==> src/rtl/imm_extend_unit.sv <==
// ----------------------------------------------------------------------------
// imm_extend_unit
//
// Purpose:
//   Registered immediate-extension stage with a valid/ready handshake on both
//   sides. The raw immediate is extended combinationally according to Mode
//   and then captured, so Output always comes straight from a flop.
//
//   Mode 00 : sign-extend
//   Mode 01 : zero-extend
//   Mode 10 : upper-immediate (Input in the top bOLD bits, low bits zero)
//   Mode 11 : branch offset (sign-extend, then shift left by 2)
//
// Configuration:
//   IMMEXT_SKID_EN  When defined, a second (skid) entry is added and InReady
//                   becomes a registered signal that drops only when both
//                   entries are full. When undefined, one entry is held and
//                   InReady = !OutValid || OutReady.
//
// Ports:
//   Clk       in   clock, rising edge
//   Reset     in   asynchronous active-high reset
//   Input     in   [bOLD-1:0] raw immediate
//   Mode      in   [1:0] extension mode, sampled with Input
//   InValid   in   upstream offers Input/Mode
//   InReady   out  block accepts this cycle
//   Flush     in   discard every held entry and any same-cycle input
//   Output    out  [bNEW-1:0] extended value
//   OutValid  out  Output is valid
//   OutReady  in   downstream consumes this cycle
// ----------------------------------------------------------------------------
module imm_extend_unit #(
    parameter int bOLD = 16,
    parameter int bNEW = 32   // must be >= bOLD + 2
) (
    input  logic            Clk,
    input  logic            Reset,
    input  logic [bOLD-1:0] Input,
    input  logic [1:0]      Mode,
    input  logic            InValid,
    output logic            InReady,
    input  logic            Flush,
    output logic [bNEW-1:0] Output,
    output logic            OutValid,
    input  logic            OutReady
);

    typedef enum logic [1:0] {
        MODE_SEXT   = 2'b00,
        MODE_ZEXT   = 2'b01,
        MODE_UPPER  = 2'b10,
        MODE_BRANCH = 2'b11
    } mode_e;

    logic [bNEW-1:0] sext;
    logic [bNEW-1:0] ext;

    // NOTE: every variable written in an always_comb gets a value on every
    // path (defaults first), otherwise synthesis infers a latch.
    always_comb begin
        sext = {{(bNEW-bOLD){Input[bOLD-1]}}, Input};
        ext  = sext;
        case (mode_e'(Mode))
            MODE_SEXT:   ext = sext;
            MODE_ZEXT:   ext = {{(bNEW-bOLD){1'b0}}, Input};
            MODE_UPPER:  ext = {Input, {(bNEW-bOLD){1'b0}}};
            MODE_BRANCH: ext = {sext[bNEW-3:0], 2'b00};
            default:     ext = sext;
        endcase
    end

    logic [bNEW-1:0] out_q, out_d;
    logic            out_valid_q, out_valid_d;
    logic            accept;
    logic            pop;

    assign pop = out_valid_q && OutReady;

`ifdef IMMEXT_SKID_EN

    logic [bNEW-1:0] skid_q, skid_d;
    logic            skid_valid_q, skid_valid_d;
    logic            in_ready_q, in_ready_d;

    assign InReady = in_ready_q;
    assign accept  = InValid && in_ready_q;

    always_comb begin
        out_d        = out_q;
        out_valid_d  = out_valid_q;
        skid_d       = skid_q;
        skid_valid_d = skid_valid_q;
        if (Flush) begin
            out_d        = '0;
            out_valid_d  = 1'b0;
            skid_valid_d = 1'b0;
        end else if (!out_valid_q || pop) begin
            // Main entry is free this edge: the older skid entry moves up
            // first so acceptance order is preserved.
            if (skid_valid_q) begin
                out_d        = skid_q;
                out_valid_d  = 1'b1;
                skid_valid_d = accept;
                if (accept) begin
                    skid_d = ext;
                end
            end else if (accept) begin
                out_d       = ext;
                out_valid_d = 1'b1;
            end else begin
                out_valid_d = 1'b0;
            end
        end else if (accept) begin
            // Main entry is stalled; park the new value in the skid entry.
            skid_d       = ext;
            skid_valid_d = 1'b1;
        end
        // Registered ready: the skid entry is the last free slot.
        in_ready_d = !skid_valid_d;
    end

    // NOTE: state registers use non-blocking assignments so every flop
    // samples the pre-edge values, independent of statement order.
    // NOTE: the data registers are reset too, so Output reads 0 during reset
    // and no stale value survives it.
    always_ff @(posedge Clk or posedge Reset) begin
        if (Reset) begin
            out_q        <= '0;
            out_valid_q  <= 1'b0;
            skid_q       <= '0;
            skid_valid_q <= 1'b0;
            in_ready_q   <= 1'b1;
        end else begin
            out_q        <= out_d;
            out_valid_q  <= out_valid_d;
            skid_q       <= skid_d;
            skid_valid_q <= skid_valid_d;
            in_ready_q   <= in_ready_d;
        end
    end

`else

    assign InReady = !out_valid_q || OutReady;
    assign accept  = InValid && InReady;

    always_comb begin
        out_d       = out_q;
        out_valid_d = out_valid_q;
        if (Flush) begin
            out_d       = '0;
            out_valid_d = 1'b0;
        end else if (accept) begin
            // Covers both an empty slot and a same-cycle replace on pop.
            out_d       = ext;
            out_valid_d = 1'b1;
        end else if (pop) begin
            out_valid_d = 1'b0;
        end
    end

    // NOTE: state registers use non-blocking assignments so every flop
    // samples the pre-edge values, independent of statement order.
    // NOTE: the data register is reset too, so Output reads 0 during reset
    // and no stale value survives it.
    always_ff @(posedge Clk or posedge Reset) begin
        if (Reset) begin
            out_q       <= '0;
            out_valid_q <= 1'b0;
        end else begin
            out_q       <= out_d;
            out_valid_q <= out_valid_d;
        end
    end

`endif

    assign Output   = out_q;
    assign OutValid = out_valid_q;

endmodule

==> config.mk <==
export PLATFORM = sky130hd
export DESIGN_NAME = imm_extend_unit
export DESIGN_NICKNAME = d
export VERILOG_FILES = /design/src/rtl/imm_extend_unit.sv
export SDC_FILE = /design/constraint.sdc
export NUM_CORES = 1
export LEC_CHECK = 0
export ABC_CLOCK_PERIOD_IN_PS = 1300
export BUFFER_PORTS_ARGS = -buffer_cell sky130_fd_sc_hd__buf_2
export CAP_MARGIN = 10
export CORE_ASPECT_RATIO = 0.75
export CORE_UTILIZATION = 49
export CTS_CLUSTER_SIZE = 8
export DETAILED_ROUTE_END_ITERATION = 12
export PLACE_DENSITY = 0.76
export REMOVE_ABC_BUFFERS = 1
export SLEW_MARGIN = 20
export SYNTH_ARGS = -nofsm -noshare
export SYNTH_HDL_FRONTEND = slang
export SYNTH_SLANG_ARGS = --single-unit
==> constraint.sdc <==
create_clock -name Clk -period 1.3 [get_ports Clk]
set_input_delay 0.325 -clock Clk [delete_from_list [all_inputs] [get_ports Clk]]
set_output_delay 0.325 -clock Clk [all_outputs]
set_load 0.03 [all_outputs]
# After elaboration in Yosys (flattened, before gate mapping)

Cells that the tools add are included.

Word-level logic and storage cells: 18
Output and inout port bits: 34
Input bits: 23
Register bits after elaboration: 33

Equality and inequality tests: 3
Reduce and logical (&&, ||, !) cells: 7
Multiplexer cells: 6

Operator list:

| cell               | count |
|---|---|
| $pmux 32 s4        | 1 |
| $mux 32            | 2 |
| $eq 2x2->1 const B | 2 |
| $mux 1             | 3 |
| $reduce_bool 3->1  | 1 |
| $eq 2x1->1 const B | 1 |
| $logic_and 1x1->1  | 2 |
| $logic_not 2->1    | 1 |
| $reduce_bool 2->1  | 1 |
| $logic_not 1->1    | 1 |
| $logic_or 1x1->1   | 1 |

# Longest topological paths before layout

Word-level depth: 5
Mapped depth: 5
Gate-level depth less buffers: 4

# Worst setup path after synthesis

Ideal clock, no wire load.

Kind: register to register
Start: register out_valid_q (netlist: OutValid)
End: register out_q[10] (netlist: Output[10])
Buffers on the path: 1
Library setup time: 78 ps
Clock period less this slack: 1,435 ps
Data arrival time: 1,357 ps
Required time: 1,222 ps
Path slack: -135 ps
Cell stages (with the launch flop): 6
Cell sequence: dfrtp_1 > nor2b_4 > inv_2 > a21oi_4 > buf_4 > o2bb2ai_1

Cells in the longest elaborated chain, start to end: 4

Ends and longest elaborated chain:

| element                     | RTL line | source |
|---|---|---|
| from (decl)                 | 73       | `logic out_valid_q, out_valid_d;` |
| from (signal assigned)      | 172      | `out_valid_q <= out_valid_d;` |
| $logic_not 1->1             | 144      | `assign InReady = !out_valid_q \|\| OutReady;` |
| $logic_or 1x1->1            | 144      |  |
| net InReady                 | 41       | `output logic InReady,` |
| $logic_and 1x1->1           | 145      | `assign accept = InValid && InReady;` |
| $reduce_bool 2->1 (no line) | --       |  |
| to (signal assigned)        | 171      | `out_q <= out_d;` |
| to (decl)                   | 72       | `logic [bNEW-1:0] out_q, out_d;` |

The timed path passes the listed nets, and every way through them passes these cells.
A chain may end at the register's enable or synchronous reset.

# Worst setup path after layout

Start: register out_valid_q (netlist: OutValid)
End: output port InReady

Cells in the longest elaborated chain, start to end: 2

Ends and longest elaborated chain:

| element          | RTL line |
|---|---|
| $logic_not 1->1  | 144 |
| $logic_or 1x1->1 | 144 |
| to (decl)        | 41 |

No other way between the ends.

==> flow_metrics.env <==
export IMPL_num_antenna_cells=0
export IMPL_grt_first_pass_wirelength_um=6460
export IMPL_worst_ep_required_ps=980
export IMPL_worst_path_max_delay_cell="dfrtp_1"
export IMPL_floorplan_initialDensity=0.540
export IMPL_crit_path_max_fo=2
export IMPL_maxCapViolations=0
export IMPL_place_inst=229
export IMPL_period_needed_ps=1340
export IMPL_clock_path_buffers=2
export IMPL_synth_cell_area_sq_mm=0.00165
export IMPL_top_cells_by_area_in_the_synthesized_netlist="dfrtp_1 (50%), mux2i_1 (8.5%), a22o_1 (7.4%)"
export IMPL_whs_ps=116
export IMPL_p_seq_frac=0.464
export IMPL_number_of_detailed_route_iterations_in_the_first_pass=4
export IMPL_port_buffers=56
export IMPL_clkSlewWorstSetupHoldPaths_ps=70
export IMPL_layout_nets=224
export IMPL_setup_tns_ps=-43.3
export IMPL_insertion_delay_ps=290
export IMPL_io_pin_count=57
export IMPL_clock_sinks=33
export IMPL_layout_commonest_cell="buf_2"
export IMPL_cts_hold_repair_buffers=0
export IMPL_vias=1372
export IMPL_cts_inserted_buffers=5
export IMPL_start_kind="register"
export IMPL_worst_slack_ps=-43.1
export IMPL_final_cell_count_no_fill=240
export IMPL_vdd_ir_drop_max_mv=0.727
export IMPL_timing_fmax_mhz=745
export IMPL_fillerInstances=244
export IMPL_synth_largest_area_cell="dfrtp_1"
export IMPL_critical_path_n_buffers_inverters=2
export IMPL_totalWireLength_um=4030
export IMPL_post_route_cells_drive_above_1_share=0.421
export IMPL_path_cells="nor2b_4, inv_2, buf_6"
export IMPL_hold_path_class="input port to async pin"
export IMPL_cells_after_synthesis=137
export IMPL_top_library_cells_by_usage_in_the_layout_fill_and_taps_aside="buf_2 (55), dfrtp_1 (33), o2bb2ai_1 (14), mux2i_1 (14), a22o_1 (14)"
export IMPL_finish_instance_area_sq_mm=0.00213
export IMPL_yosys_synthesis_warning_count=0
export IMPL_grt_usage=0.238
export IMPL_switching_share=0.309
export IMPL_min_period_over_period=1.03
export IMPL_pre_cts_ws_ps=-138
export IMPL_place_congestion=0.794
export IMPL_synth_top_area_frac=0.500
export IMPL_die_w_um=69.1
export IMPL_power_density_mw_per_mm2=1130
export IMPL_setup_worst_path_class="register to primary output"
export IMPL_post_drt_via_cell_ratio=5.72
export IMPL_total_core_area_sq_mm=0.00306
export IMPL_power_leakage_nw=1.10
export IMPL_dpl_instance_area_sq_mm=0.00199
export IMPL_dp_final_hpwl_um=2910
export IMPL_synth_ff_latch_count=33
export IMPL_combinationalPowerShare=0.225
export IMPL_drv_slew=0
export IMPL_synth_sequential_area_ratio=0.500
export IMPL_ctsRootBufferMaster="clkbuf_8"
export IMPL_finalCoreUtilization=0.694
export IMPL_status="finished, violations left"
export IMPL_crit_family="flip-flops"
export IMPL_floorplan_die_height_um=52.3
export IMPL_route_antenna_remaining_nets=0
export IMPL_slew_headroom=0.727
export IMPL_timing_final_setup_violations=2
export IMPL_endpoint_arrival_time_on_the_critical_path_ps=1020
export IMPL_tightestPinTransition_ps=410
export IMPL_netsw_mw=0.742
export IMPL_grt_max_degree=34
export IMPL_fp_row_count=17
export IMPL_worstSetupEndpointType="primary output"
export IMPL_routed_wire_length_per_instance_um=16.8
export IMPL_detail_route_iter0_violations=71
export IMPL_fin_total_pwr_mw=2.40
export IMPL_grt_antenna_before_repair=0
export IMPL_critPathMaxStageDelay_ps=390
export IMPL_syn_mean_instance_area_sq_um=12.1
export IMPL_cts_max_level=2
export IMPL_rsz_0062_raised_after_global_routing="yes"
export IMPL_route_detailed_drc=0
export IMPL_synthDistinctLibCells=24
export IMPL_globalRouteOverflowTotal=0
export IMPL_dieArea_sq_mm=0.00361
export IMPL_final_setup_skew_ps=6.18
export IMPL_hold_violations=0
export IMPL_cell_internal_pwr_mw=1.66
export IMPL_pwr_share_clk=0.311
export IMPL_tritoncts_clock_tree="built"
export IMPL_area_growth_pct=28.6
export IMPL_failing_checks="setup timing"
export IMPL_first_global_vias=1324
[area by class of cell]
cell class	count	area, sq um	area share
flip-flops and latches	33	826	0.388
repair buffers	71	453	0.213
well taps	38	47.5	0.0224
clock inverters	3	17.5	0.00824
clock buffers	5	68.8	0.0324
multi-input cells	87	702	0.330
inverters	3	11.3	0.00530
[path summary, 6_finish.rpt]
| path | from | end | slack (ps) | cells past startpoint |
|---|---|---|---|---|
| min | Reset | Output[23] | 120 | 3 |
| max reg2reg | OutValid | Output[28] | 0 | 6 |
| min in group Clk | Input[1] | Output[1] | 330 | 2 |
| max in group asynchronous | Reset | Output[7] | 900 | 3 |
| max | OutValid | InReady | -40 | 3 |
| min reg2reg | Output[5] | Output[5] | 490 | 1 |
[cells in the mapped netlist]
| cell | instances |
|---|---|
| mux2i_1 | 14 |
| a21oi_4 | 1 |
| dfrtp_1 | 33 |
| inv_2 | 2 |
| nor3b_4 | 1 |
| buf_6 | 5 |
| nand3_1 | 1 |
| nor2b_4 | 1 |
| buf_2 | 4 |
| a22oi_1 | 13 |
| a22o_1 | 14 |
| nand2_1 | 3 |
| and2_4 | 1 |
| nor2b_1 | 1 |
| o21ai_1 | 9 |
| a21oi_1 | 1 |
| buf_4 | 5 |
| a32o_1 | 4 |
| o2bb2ai_1 | 14 |
| inv_1 | 1 |
| o21ai_0 | 5 |
| a211o_1 | 1 |
| nor2_1 | 2 |
| nand3b_1 | 1 |
[tightest hold or removal path: stages]
cell and delay (ps):
buf_2 90, inv_1 40, buf_4 360
[logic make-up (layout without fill, tap and decap cells)]
family                 count (synthesis)  in the layout  synth area share
muxes                                 14             14            0.0848
AOI/OAI and AO/OA                     62             62             0.292
DFF                                   33             33             0.500
buffers and inverters                 17             82            0.0757
and+or+nand+nor                       11             11            0.0477
[repair_timing]
item,4_1_cts,5_1_grt
setup endpoints to repair,19,33
buffers inserted,3,0
pin swaps,1,0
resized for setup,2,1
cloned,0,0
[routing by layer]
layer | part of all wire | track usage | up-vias
li1 | - | - | 657
met1 | 0.46 | 0.313 | 664
met2 | 0.47 | 0.372 | 44
met3 | 0.052 | 0.0635 | 7
met4 | 0.013 | 0.105 | 0
met5 | 0 | 0 | -
[state kept, by name, summed over array words and instances, names as in the netlist]
register  count
Output       32
OutValid      1
[power groups by stage]
stage | logic [mW] | registers [mW] | clock network, mW
after floorplan | 0.183 | 1.24 | 0
after global placement | 0.510 | 1.13 | 0
after detailed placement | 0.525 | 1.13 | 0
after CTS | 0.540 | 1.11 | 0.760
after global routing | 0.578 | 1.12 | 0.801
final | 0.540 | 1.11 | 0.747
Power figures use the tool's default switching activity.
